### src/rtl/sram_arbiter_if.sv
// ---------------------------------------------------------------------------
// sram_arbiter_if
// Requester-side bus of the SRAM arbiter. It bundles every requester's
// request vectors with the arbiter's response signals.
//   master : requester side. Drives req_valid/req_write/req_addr/req_wdata
//            and observes req_ready/rdata/grant/busy.
//   slave  : arbiter side, with the opposite directions.
// Addresses and write data are packed: requester i occupies
// [i*ADDR_WIDTH +: ADDR_WIDTH] and [i*DATA_WIDTH +: DATA_WIDTH].
// ---------------------------------------------------------------------------
interface sram_arbiter_if #(
  parameter int NB_REQ     = 2,
  parameter int ADDR_WIDTH = 10,
  parameter int DATA_WIDTH = 32
);
  logic [NB_REQ-1:0]            req_valid;
  logic [NB_REQ-1:0]            req_write;
  logic [NB_REQ*ADDR_WIDTH-1:0] req_addr;
  logic [NB_REQ*DATA_WIDTH-1:0] req_wdata;
  logic [NB_REQ-1:0]            req_ready;
  logic [DATA_WIDTH-1:0]        rdata;
  logic [NB_REQ-1:0]            grant;
  logic                         busy;

  modport master (
    output req_valid, req_write, req_addr, req_wdata,
    input  req_ready, rdata, grant, busy
  );

  modport slave (
    input  req_valid, req_write, req_addr, req_wdata,
    output req_ready, rdata, grant, busy
  );
endinterface

### src/rtl/sram_arbiter.sv
// ---------------------------------------------------------------------------
// sram_arbiter
// Round-robin arbiter and access sequencer that shares one single-port SRAM
// macro between NB_REQ requesters. Each access runs through four phases:
// a grant cycle, one command cycle on the SRAM pins, WAIT_STATE access
// cycles, and a done cycle. The done cycle produces a one-hot req_ready
// pulse.
// Ports:
//   abus_clk    : clock
//   abus_rstb   : synchronous, active-low reset
//   bus         : requester bus (sram_arbiter_if.slave), which carries
//                 requests, req_ready, rdata, grant and busy
//   sram_cs/we  : SRAM chip select / write enable
//   sram_addr   : SRAM word address (holds between accesses)
//   sram_wdata  : SRAM write data (holds between accesses)
//   sram_rdata  : SRAM read data
// ---------------------------------------------------------------------------
module sram_arbiter #(
  parameter int NB_REQ     = 2,
  parameter int ADDR_WIDTH = 10,
  parameter int DATA_WIDTH = 32,
  parameter int WAIT_STATE = 2
) (
  input  logic                  abus_clk,
  input  logic                  abus_rstb,
  sram_arbiter_if.slave         bus,
  output logic                  sram_cs,
  output logic                  sram_we,
  output logic [ADDR_WIDTH-1:0] sram_addr,
  output logic [DATA_WIDTH-1:0] sram_wdata,
  input  logic [DATA_WIDTH-1:0] sram_rdata
);

  localparam int IDX_W = $clog2(NB_REQ);
  localparam int CNT_W = 4;

  typedef enum logic [1:0] {S_IDLE, S_CMD, S_WAIT, S_DONE} state_t;

  state_t                state, state_d;
  logic [IDX_W-1:0]      ptr, ptr_d;
  logic [IDX_W-1:0]      gnt_idx, gnt_idx_d;
  logic                  write_flag, write_flag_d;
  logic [CNT_W-1:0]      cnt, cnt_d;
  logic [NB_REQ-1:0]     grant_d, ready_d;
  logic [DATA_WIDTH-1:0] rdata_d;
  logic                  cs_d, we_d;
  logic [ADDR_WIDTH-1:0] addr_d;
  logic [DATA_WIDTH-1:0] wdata_d;

  logic                  win_found;
  logic [IDX_W-1:0]      win_idx;
  logic [IDX_W-1:0]      cand_idx;
  int                    cand;

  assign bus.busy = (state != S_IDLE);

  // Round-robin search. The scan starts just after the last served
  // requester and wraps, so the previous owner has the lowest priority.
  always_comb begin
    win_found = 1'b0;
    win_idx   = ptr;
    cand      = 0;
    cand_idx  = '0;
    for (int off = 1; off <= NB_REQ; off++) begin
      cand     = (int'(ptr) + off) % NB_REQ;
      cand_idx = IDX_W'(cand);
      if (!win_found && bus.req_valid[cand_idx]) begin
        win_found = 1'b1;
        win_idx   = cand_idx;
      end
    end
  end

  // Next-state and output logic. Every register holds its value by default.
  // Each state lists the updates that take effect on the edge that leaves
  // it.
  always_comb begin
    state_d      = state;
    ptr_d        = ptr;
    gnt_idx_d    = gnt_idx;
    write_flag_d = write_flag;
    cnt_d        = cnt;
    grant_d      = bus.grant;
    ready_d      = '0;
    rdata_d      = bus.rdata;
    cs_d         = sram_cs;
    we_d         = sram_we;
    addr_d       = sram_addr;
    wdata_d      = sram_wdata;

    case (state)
      S_IDLE: begin
        // Address, data and direction are latched here, so a requester
        // that changes them after the grant does not disturb the access.
        if (win_found) begin
          grant_d   = '0;
          gnt_idx_d = win_idx;
          cs_d      = 1'b1;
          state_d   = S_CMD;
          for (int i = 0; i < NB_REQ; i++) begin
            if (IDX_W'(i) == win_idx) begin
              grant_d[i]   = 1'b1;
              addr_d       = bus.req_addr[i*ADDR_WIDTH +: ADDR_WIDTH];
              wdata_d      = bus.req_wdata[i*DATA_WIDTH +: DATA_WIDTH];
              we_d         = bus.req_write[i];
              write_flag_d = bus.req_write[i];
            end
          end
        end
      end

      S_CMD: begin
        cs_d = 1'b0;
        we_d = 1'b0;
        if (WAIT_STATE > 0) begin
          cnt_d   = CNT_W'(WAIT_STATE);
          state_d = S_WAIT;
        end else begin
          if (!write_flag) rdata_d = sram_rdata;
          state_d = S_DONE;
        end
      end

      S_WAIT: begin
        // The counter starts at WAIT_STATE. Leaving at 1 therefore gives
        // exactly WAIT_STATE cycles in this state.
        cnt_d = cnt - CNT_W'(1);
        if (cnt == CNT_W'(1)) begin
          if (!write_flag) rdata_d = sram_rdata;
          state_d = S_DONE;
        end
      end

      S_DONE: begin
        ready_d = bus.grant;
        ptr_d   = gnt_idx;
        grant_d = '0;
        state_d = S_IDLE;
      end

      default: state_d = S_IDLE;
    endcase
  end

  // State register. A reset aborts any access in flight without a
  // req_ready pulse. It also rearms the pointer so requester 0 wins first.
  always_ff @(posedge abus_clk) begin
    if (!abus_rstb) begin
      state         <= S_IDLE;
      ptr           <= IDX_W'(NB_REQ - 1);
      gnt_idx       <= '0;
      write_flag    <= 1'b0;
      cnt           <= '0;
      bus.grant     <= '0;
      bus.req_ready <= '0;
      bus.rdata     <= '0;
      sram_cs       <= 1'b0;
      sram_we       <= 1'b0;
      sram_addr     <= '0;
      sram_wdata    <= '0;
    end else begin
      state         <= state_d;
      ptr           <= ptr_d;
      gnt_idx       <= gnt_idx_d;
      write_flag    <= write_flag_d;
      cnt           <= cnt_d;
      bus.grant     <= grant_d;
      bus.req_ready <= ready_d;
      bus.rdata     <= rdata_d;
      sram_cs       <= cs_d;
      sram_we       <= we_d;
      sram_addr     <= addr_d;
      sram_wdata    <= wdata_d;
    end
  end

endmodule

### src/flat_wrapper.sv
// flat-port wrapper written by rule: the top's interface ports become plain ports
module sram_arbiter_flat 
#(
  parameter int NB_REQ     = 2,
  parameter int ADDR_WIDTH = 10,
  parameter int DATA_WIDTH = 32,
  parameter int WAIT_STATE = 2
)
  (abus_clk, abus_rstb, sram_cs, sram_we, sram_addr, sram_wdata, sram_rdata, bus_req_valid, bus_req_write, bus_req_addr, bus_req_wdata, bus_req_ready, bus_rdata, bus_grant, bus_busy);
  sram_arbiter_if #(.NB_REQ(NB_REQ), .ADDR_WIDTH(ADDR_WIDTH), .DATA_WIDTH(DATA_WIDTH)) bus_i ();
  input  logic abus_clk;
  input  logic abus_rstb;
  output logic sram_cs;
  output logic sram_we;
  output logic [ADDR_WIDTH-1:0] sram_addr;
  output logic [DATA_WIDTH-1:0] sram_wdata;
  input  logic [DATA_WIDTH-1:0] sram_rdata;
  input wire logic [$bits(bus_i.req_valid)-1:0] bus_req_valid;
  input wire logic [$bits(bus_i.req_write)-1:0] bus_req_write;
  input wire logic [$bits(bus_i.req_addr)-1:0] bus_req_addr;
  input wire logic [$bits(bus_i.req_wdata)-1:0] bus_req_wdata;
  output wire logic [$bits(bus_i.req_ready)-1:0] bus_req_ready;
  output wire logic [$bits(bus_i.rdata)-1:0] bus_rdata;
  output wire logic [$bits(bus_i.grant)-1:0] bus_grant;
  output wire logic [$bits(bus_i.busy)-1:0] bus_busy;
  assign bus_i.req_valid = bus_req_valid;
  assign bus_i.req_write = bus_req_write;
  assign bus_i.req_addr = bus_req_addr;
  assign bus_i.req_wdata = bus_req_wdata;
  assign bus_req_ready = bus_i.req_ready;
  assign bus_rdata = bus_i.rdata;
  assign bus_grant = bus_i.grant;
  assign bus_busy = bus_i.busy;
  sram_arbiter #(.NB_REQ(NB_REQ), .ADDR_WIDTH(ADDR_WIDTH), .DATA_WIDTH(DATA_WIDTH), .WAIT_STATE(WAIT_STATE)) u_core (.abus_clk(abus_clk), .abus_rstb(abus_rstb), .bus(bus_i), .sram_cs(sram_cs), .sram_we(sram_we), .sram_addr(sram_addr), .sram_wdata(sram_wdata), .sram_rdata(sram_rdata));
endmodule
### config.mk
export PLATFORM = sky130hd
export DESIGN_NAME = sram_arbiter_flat
export DESIGN_NICKNAME = d
export VERILOG_FILES = /design/src/rtl/sram_arbiter_if.sv /design/src/rtl/sram_arbiter.sv /design/src/flat_wrapper.sv
export SDC_FILE = /design/constraint.sdc
export NUM_CORES = 1
export LEC_CHECK = 0
export ABC_CLOCK_PERIOD_IN_PS = 3400
export CAP_MARGIN = 20
export CORE_MARGIN = 1.5
export CORE_UTILIZATION = 43
export CTS_BUF_LIST = sky130_fd_sc_hd__clkbuf_4
export DETAILED_ROUTE_END_ITERATION = 8
export PLACE_DENSITY = 0.95
export SYNTH_ARGS = -nofsm -noshare
export SYNTH_HDL_FRONTEND = slang
export SYNTH_SLANG_ARGS = --single-unit
export TNS_END_PERCENT = 10
### constraint.sdc
create_clock -name abus_clk -period 3.4 [get_ports abus_clk]
set_input_delay 0.51 -clock abus_clk [delete_from_list [all_inputs] [get_ports abus_clk]]
set_output_delay 0.51 -clock abus_clk [all_outputs]
set_load 0.01 [all_outputs]
### After elaboration in Yosys (flattened, before gate mapping)

Index checks and enable logic that the tools add are counted.

| operators by class | value |
|---|---|
| equal/unequal tests | 6 |
| mux-type cells | 23 |
| magnitude comparators | 2 |
| reduce and logical (&&, ||, !) cells | 13 |
| bitwise logic cells | 1 |
| $add $sub $neg | 3 |

Operator list:

| cell | number |
|---|---|
| two-way mux 32 bit | 1 |
| two-way mux 1 bit | 13 |
| two-way mux 10 bit | 1 |
| AND reduction 2 bit | 5 |
| case mux 2 bit (4 select lines) | 1 |
| case mux 4 bit (2 select lines) | 1 |
| nonzero test 2 bit | 4 |
| two-way mux 2 bit | 3 |
| == test 2 bit, second input constant | 2 |
| == test 4 x 1 -> 1 bit, second input constant | 1 |
| < comparator 1 x 2 -> 1 bit, second input constant | 2 |
| != test 2 x 1 -> 1 bit, second input constant | 2 |
| case mux 1 bit (2 select lines) | 2 |
| case mux 2 bit (2 select lines) | 1 |
| subtractor 4 x 1 -> 4 bit, second input constant | 1 |
| AND reduction 3 bit | 1 |
| adder 1 bit, second input constant | 2 |
| == test 2 x 1 -> 1 bit, second input constant | 1 |
| zero test 2 bit | 1 |
| logical AND 1 bit | 1 |
| zero test 1 bit | 1 |
| NOT 1 bit | 1 |

| word-level totals | value |
|---|---|
| output and inout bits | 81 |
| input bits | 122 |
| word-level logic and storage cells | 60 |
| flip-flop bits (word level) | 89 |

### Longest topological paths before layout

Gate-level depths: netlist of the first run.

| depth | value |
|---|---|
| depth in word-level cells | 10 |
| mapped depth | 8 |
| gate-level depth less buffers | 6 |

### Least setup slack after synthesis of the first run

OpenSTA, ideal clock, no wires.

| timing path | value |
|---|---|
| path type | reg-to-reg |
| start | register u_core.cnt[1] |
| end | register u_core.bus.rdata[24] |
| data arrival time | 1536 ps |
| setup slack | 1748 ps |
| clock period less this slack | 1652 ps |
| setup time | 116 ps |
| data required time | 3284 ps |
| stages on the path, launching flop included | 9 |
| buffers on the path | 2 |
| cells stage by stage | dfxtp_1 -> inv_1 -> ha_1 -> or3b_4 -> or3_1 -> buf_2 -> buf_6 -> nand2_1 -> a21boi_1 |

| on the way | value |
|---|---|
| cells in the longest elaborated chain, start to end | 2 |

Ends and longest elaborated chain:

| what | line | text |
|---|---|---|
| start, declared | sram_arbiter.sv:43 | `logic [CNT_W-1:0] cnt, cnt_d;` |
| start signal, assigned | sram_arbiter.sv:166 | `cnt <= cnt_d;` |
| == test 4 x 1 -> 1 bit | sram_arbiter.sv:128 | `if (cnt == CNT_W'(1)) begin` |
| AND reduction 3 bit (no source line) | - |  |
| end signal, assigned | sram_arbiter.sv:169 | `bus.rdata <= rdata_d;` |
| end, declared | sram_arbiter_if.sv:32 | `output req_ready, rdata, grant, busy` |

No other way between the ends.
A chain may end at the register's enable or synchronous reset.

### Worst setup path in the final report of the first run

| timing path | value |
|---|---|
| start | register u_core.state[0] |
| end | output bus_busy |

| on the way | value |
|---|---|
| cells in the longest elaborated chain, start to end | 1 |

Ends and longest elaborated chain:

| what | line | text |
|---|---|---|
| start, declared | sram_arbiter.sv:39 | `state_t state, state_d;` |
| start signal, assigned | sram_arbiter.sv:162 | `state <= state_d;` |
| nonzero test 2 bit | sram_arbiter.sv:55 | `assign bus.busy = (state != S_IDLE);` |
| end, declared | flat_wrapper.sv:25 | `output wire logic [$bits(bus_i.busy)-1:0] bus_busy;` |

No other way between the ends.

==> results.md, run 1 <==
- Synth area leaders: dfxtp_1, mux2i_1, o21ai_0
- CP Launch Type: flip-flop
- Fin crit share: 71.3%
- Final std cell area, no fill: around 0.0059 mm^2
- # Post-CTS Setup Buffers: 0
- Worst path top cell family by delay: buffers and inverters
- First-pass GRT wire length: 16300 um
- Die Ht: about 96 um
- Most common cell in the netlist: dfxtp_1
- Seq. cell area: 0.00178 mm^2
- Mapped Cells: slightly above 400
- Sw Pwr: approximately 1.1 mW
- Worst Tran Pin Value: about 1000 ps
- I/O pin count: roughly 200
- Req. time, crit path: slightly below 3000 ps
- Final Worst Setup Slack: around 1000 ps
- Skew-Pair Late Insertion Delay: approximately 430 ps
- Area of the multi-input gates: about 0.0017 mm^2
- Antenna diodes: 0
- Row Count: 33
- CTS sink cnt: between 80 and 90
- Reg clk slew, reported paths: approximately 160 ps
- Share of cells above drive strength 1: 4.35%
- Worst Path Max Fanout: 5
- FFs w/ async S/R, synth: 0%
- Initial antenna violation count: 0
- Crit Path Category: flip-flop to primary output
- Iteration-0 DRC Markers: 65
- P&R area growth vs syn: 60.4%
- Sw Share: 34.6%
- Setup violators final: 0
- Most common library cells after synthesis: dfxtp_1, nand2_1, o21ai_0, a21oi_1, mux2i_1
- Post-Synthesis Net Count: around 540
- GRT Overall Usage: between 20% and 30%
- Crit path depth: 4
- Post-synth EDFFs: 0
- CP arrival: approximately 1900 ps
- Core Region: just over 0.008 mm^2
- Max Cap Viol: 0
- Synth warnings: 0
- RSZ-0062 raised after global routing: false
- Register area share after synthesis: 48.3%
- RePlAce Congestion: roughly 0.80
- FF+latch count, synth: slightly below 90
- Crit path buf inv count: 3
- Ys flop type: dfxtp_1
- Pleak: 2.25 nW
- Mean Syn Cell Area: roughly 9 um^2
- Largest net degree at the start of global routing: 93
- Final net count: just over 700
- Combinational power share: approximately two fifths
- Detailed Routing Iterations Pass 1: 4
- Filler cell count: 568
- Post-DRT Antenna Nets: 0
- DR vias: 3599
- Worst min-delay path class: flip-flop to flip-flop
- Area after DPL: approximately 0.0057 mm^2
- Overflow after GRT: 0
- Final TNS setup: 0 ps
- Reg power frac: 41.7%
- Remaining DRCs: 0
- Final min period: 2420 ps
- Min Hold Slack: around 460 ps
- Detail Placement HPWL: just under 8000 um
- Clock buffer depth: 2
- Post-Syn Area: about 0.0037 mm^2
- Clock Power Share: between 10% and 20%
- WL final: around 11000 um
- Status: complete, no violations
- Worst r2r path cells: 6
- Final Max Tran Viols: 0
- Max Fclk: 0.413 GHz
- Netlist cell types: 32
- Number of global-route vias before repair: 3585
- Crit path cell chain: inv_1 > ha_1 > inv_1 > clkdlybuf4s50_1
- Die extent in x: 95.6 um
- Worst hold stages: 2
- Delay of the slowest critical-path stage: between 500 and 600 ps
- Post-CTS Hold Fix Bufs: 0
- CTS tree: yes
- Pwr Density: ~560 mW/mm^2
- Clock skew: approximately 22 ps
- Clk root buf: clkbuf_4
- Initial core utilization: approximately 45%
- Slew HR: about a third
- CTS Buf Count: 9
- Pre-CTS setup slack: 968 ps
- Maximum VDD drop: between 0.0003 and 0.0004 V
- CTS resizes: 0
- Synth area leader: dfxtp_1
- Hold Vio Cnt, Final: 0
- CP most frequent cell: inv_1
- Avg Vias per Cell: 5.12
- WL/cell: roughly 15 um
- Slowest-stage cell, CP: clkdlybuf4s50_1
- Crit end category: primary output
- P_int: about 2.2 mW
- H-tree levels: 3
- # port buffers: about 200
- Die area: around 0.0091 mm^2
- Post-synth top area share: a little under 50%
worst register-to-register path, cell delays in order, from the launching register on:
cell,delay (ps)
dfxtp_1,420
inv_1,100
ha_1,290
inv_1,170
or3_1,820
nand2_1,150
a21boi_1,190
per-layer routing:
layer | vias to the layer above | global-route usage (%) | routed length (um) | share of wire, %
li1 | 1788 | - | - | -
met3 | 30 | 9.25 | 1040 | 9.8
met5 | - | 0 | 0 | 0
met1 | 1617 | 24.5 | 4120 | 39
met2 | 164 | 40.1 | 5130 | 48
met4 | 0 | 10.5 | 363 | 3.4
registers in the layout, summed over array words and instances (netlist names):
name and count:
u_core.sram_cs 1, u_core.sram_addr 10, u_core.write_flag 1, u_core.bus.req_ready 2, u_core.ptr 1, u_core.bus.rdata 32
u_core.gnt_idx 1, u_core.cnt 4, u_core.state 2, u_core.sram_wdata 32, u_core.bus.grant 2, u_core.sram_we 1
layout by cell type, fill, tap and decap left out, types with 2 or more instances in the layout:
cell,instances
nand3_1,4
a32oi_1,2
nand2_1,68
clkbuf_4,9
buf_4,2
mux2i_1,44
a21boi_0,2
and3_1,2
o21ai_0,51
a21oi_1,45
a21boi_1,30
dfxtp_1,89
nor2_1,5
inv_6,2
nor2b_1,3
inv_8,2
clkdlybuf4s50_1,201
and2_1,2
ha_1,7
inv_1,7
final timing paths:
check                                         start             endpoint  slack [ps]
worst max-delay path                u_core.state[0]             bus_busy         980
worst max register to register      u_core.state[0]  u_core.bus.rdata[6]        1190
worst min-delay path            u_core.bus.rdata[9]  u_core.bus.rdata[9]         460
worst min register to register  u_core.bus.rdata[9]  u_core.bus.rdata[9]         460
kinds of logic (layout without fill, tap and decap cells):
group,Yosys count,count (layout),synth area share (%)
AOI/OAI and AO/OA,137,137,21.5
adders and majority gates,7,7,2.38
buffers and inverters,39,229,5.02
DFF,89,89,48.3
muxes,44,44,11.9
and+or+nand+nor,92,92,10.8
through the flow:
stage	std cells	utilization (%)	power (mW)
finish	703	71.6	3.32
global route	703	71.6	3.51
CTS	702	71.3	3.34
detailed placement	686	69.5	2.70
global placement	686	69.5	2.64
floorplan	408	-	2.01
final cells by class:
type	instances	area share, %
well taps	105	2.22
flip-flops and latches	89	30.1
clock inverters	7	1.46
multi-input cells	280	29.5
clock buffers	9	1.14
repair buffers	206	35.1
inverters	7	0.444
power by group through the flow:
stage / Sequential, mW / Clock, mW / Combinational, mW
2_1_floorplan: 1.46 / 0 / 0.547
5_1_grt: 1.41 / 0.690 / 1.42
4_1_cts: 1.38 / 0.650 / 1.30
3_5_place_dp: 1.40 / 0 / 1.29
6_report: 1.38 / 0.630 / 1.30
3_3_place_gp: 1.39 / 0 / 1.25
Power figures use the tool's default switching activity.
==> run 2: changes to the inputs <==
--- a/config.mk
+++ b/config.mk
@@ -5,13 +5,13 @@
 export SDC_FILE = /design/constraint.sdc
 export NUM_CORES = 1
 export LEC_CHECK = 0
-export ABC_CLOCK_PERIOD_IN_PS = 3400
+export ABC_CLOCK_PERIOD_IN_PS = 2050
 export CAP_MARGIN = 20
 export CORE_MARGIN = 1.5
-export CORE_UTILIZATION = 43
+export CORE_UTILIZATION = 36
 export CTS_BUF_LIST = sky130_fd_sc_hd__clkbuf_4
 export DETAILED_ROUTE_END_ITERATION = 8
-export PLACE_DENSITY = 0.95
+export PLACE_DENSITY = 0.9
 export SYNTH_ARGS = -nofsm -noshare
 export SYNTH_HDL_FRONTEND = slang
 export SYNTH_SLANG_ARGS = --single-unit
==> constraint.sdc (replaced) <==
create_clock -name abus_clk -period 2.05 [get_ports abus_clk]
set_input_delay 0.3075 -clock abus_clk [delete_from_list [all_inputs] [get_ports abus_clk]]
set_output_delay 0.3075 -clock abus_clk [all_outputs]
set_load 0.01 [all_outputs]
==> run 2 against run 1 <==
First-iteration DRC count increased by 95%. Wire length fell by 2.9%. Sequential power up 66%. Clock skew is 8.2 ps lower. Design area increased by 0.95%. Flip-flop and latch count is the same. Count of clock-buffer cells in the layout is the same.
==> results.md, run 2 (synthesized netlist as in run 1, its figures left out) <==
- First-pass GRT wire length: between 15000 and 20000 um
- Reg power frac: between 40% and 50%
- Reg clk slew, reported paths: between 100 and 150 ps
- Max Cap Viol: 0
- Largest net degree at the start of global routing: 89
- RePlAce Congestion: slightly above 0.8
- Max Fclk: around 0.52 GHz
- RSZ-0062 raised after global routing: false
- Die extent in x: around 100 um
- CP Launch Type: flip-flop
- Registers with the most flip-flops: u_core.bus.rdata (32), u_core.sram_wdata (32), u_core.sram_addr (10)
- Pleak: about 2.3 nW
- # port buffers: between 200 and 250
- Die area: 0.0109 mm^2
- Crit end category: primary output
- DR vias: about 3600
- Fin crit share: 93.7%
- Pwr Density: 908 mW/mm^2
- Crit Path Category: flip-flop to primary output
- # Post-CTS Setup Buffers: 0
- # placed instances: 719
- H-tree levels: 3
- Final TNS setup: 0 ps
- P_int: 3.58 mW
- Final min period: 1920 ps
- GRT Overall Usage: a little under a fifth
- Share of cells above drive strength 1: 4.82%
- Final net count: 726
- P&R area growth vs syn: 62.0%
- Worst Tran Pin Value: about 420 ps
- Row Count: 36
- Setup violators final: 0
- Post-route insts no fill: approximately 740
- Detailed Routing Iterations Pass 1: 6
- Combinational power share: about 40%
- Maximum VDD drop: 0.000628 V
- CTS Buf Count: 9
- Initial antenna violation count: 1
- CTS tree: yes
- Iteration-0 DRC Markers: 127
- Clock skew: around 14 ps
- WL final: slightly above 10000 um
- Core Region: 0.00986 mm^2
- Clk root buf: clkbuf_4
- Most common cell after layout, fill and taps aside: clkdlybuf4s50_1
- Worst Path Max Fanout: 5
- Clock buffer depth: 2
- Initial core utilization: 37.4%
- CTS sink cnt: 89
- Die Ht: approximately 100 um
- Clock Power Share: between 10% and 20%
- Most frequent cells in the layout: clkdlybuf4s50_1, dfxtp_1, nand2_1
- Avg Vias per Cell: between 4 and 5
- Hold Vio Cnt, Final: 0
- Sw Share: roughly 34%
- Skew-Pair Late Insertion Delay: 430 ps
- Status: complete, no violations
- Sw Pwr: 1.84 mW
- Filler cell count: 791
- Remaining DRCs: 0
- Worst min-delay path class: input pin to flip-flop
- CP arrival: 1610 ps
- Post-CTS Hold Fix Bufs: 0
- Slew HR: between 70% and 80%
- WL/cell: around 14 um
- Overflow after GRT: 0
- Req. time, crit path: 1740 ps
- I/O pin count: 203
- Antenna diodes: 0
- Detail Placement HPWL: about 7600 um
- Number of global-route vias before repair: about 3600
- Final Max Tran Viols: 0
- Post-DRT Antenna Nets: 0
[run 2: critical path, cell delays in order, from the launching register on]
cell and delay (ps):
dfxtp_2 390, inv_1 90, ha_1 260, inv_1 150, dlygate4sd2_1 300
[run 2: per-layer routing]
| layer | part of all wire, % | global-route usage (%) |
|---|---|---|
| met2 | 48 | 32.8 |
| met1 | 40 | 21.1 |
| met4 | 2.6 | 9.42 |
| met3 | 9.0 | 6.58 |
| met5 | 0 | 0 |
[run 2: layout make-up]
cell class                      count  area (um^2)  share of cell area (%)
Multi-Input combinational cell    280         1750                    29.2
Inverter                            7         26.3                   0.440
Tap cell                          133          166                    2.79
Sequential cell                    89         1780                    29.9
Clock buffer                        9         67.6                    1.13
Clock inverter                      7         70.1                    1.17
Timing Repair Buffer              210         2110                    35.4
[run 2: metrics by stage]
step                      cell area, um^2  power [mW]  worst slack, ps  util [%]  hold slack (ps)
after floorplan                      3690        3.33              398         -              442
after global placement               5830        4.39              273      59.1              439
after global routing                 5970        5.77             4.60      60.5              297
after detailed placement             5830        4.50              193      59.1              447
final                                5970        5.42              129      60.5              327
after CTS                            5970        5.48             68.3      60.5              281
[run 2: path summary, 6_finish.rpt]
path / cells past startpoint / end / slack, ps / from
max: 4 / bus_busy / 130 / u_core.state[0]
min: 3 / u_core.state[0] / 330 / abus_rstb
max reg2reg: 7 / u_core.bus.rdata[22] / 220 / u_core.state[0]
min reg2reg: 2 / u_core.bus.rdata[5] / 460 / u_core.bus.rdata[5]
[run 2: power groups by stage]
stage                     clock [mW]  sequential (mW)  combinational [mW]
after floorplan                    0             2.43               0.908
after global placement             0             2.30                2.09
after detailed placement           0             2.32                2.18
after CTS                       1.01             2.29                2.18
after global routing            1.09             2.33                2.35
final                          0.971             2.29                2.16
[run 2: repair_timing]
| action | CTS | global route |
|---|---|---|
| hold endpoints to repair | 0 | 0 |
| endpoints found under the setup margin | 1 | 0 |
| gates resized for setup | 2 | 0 |
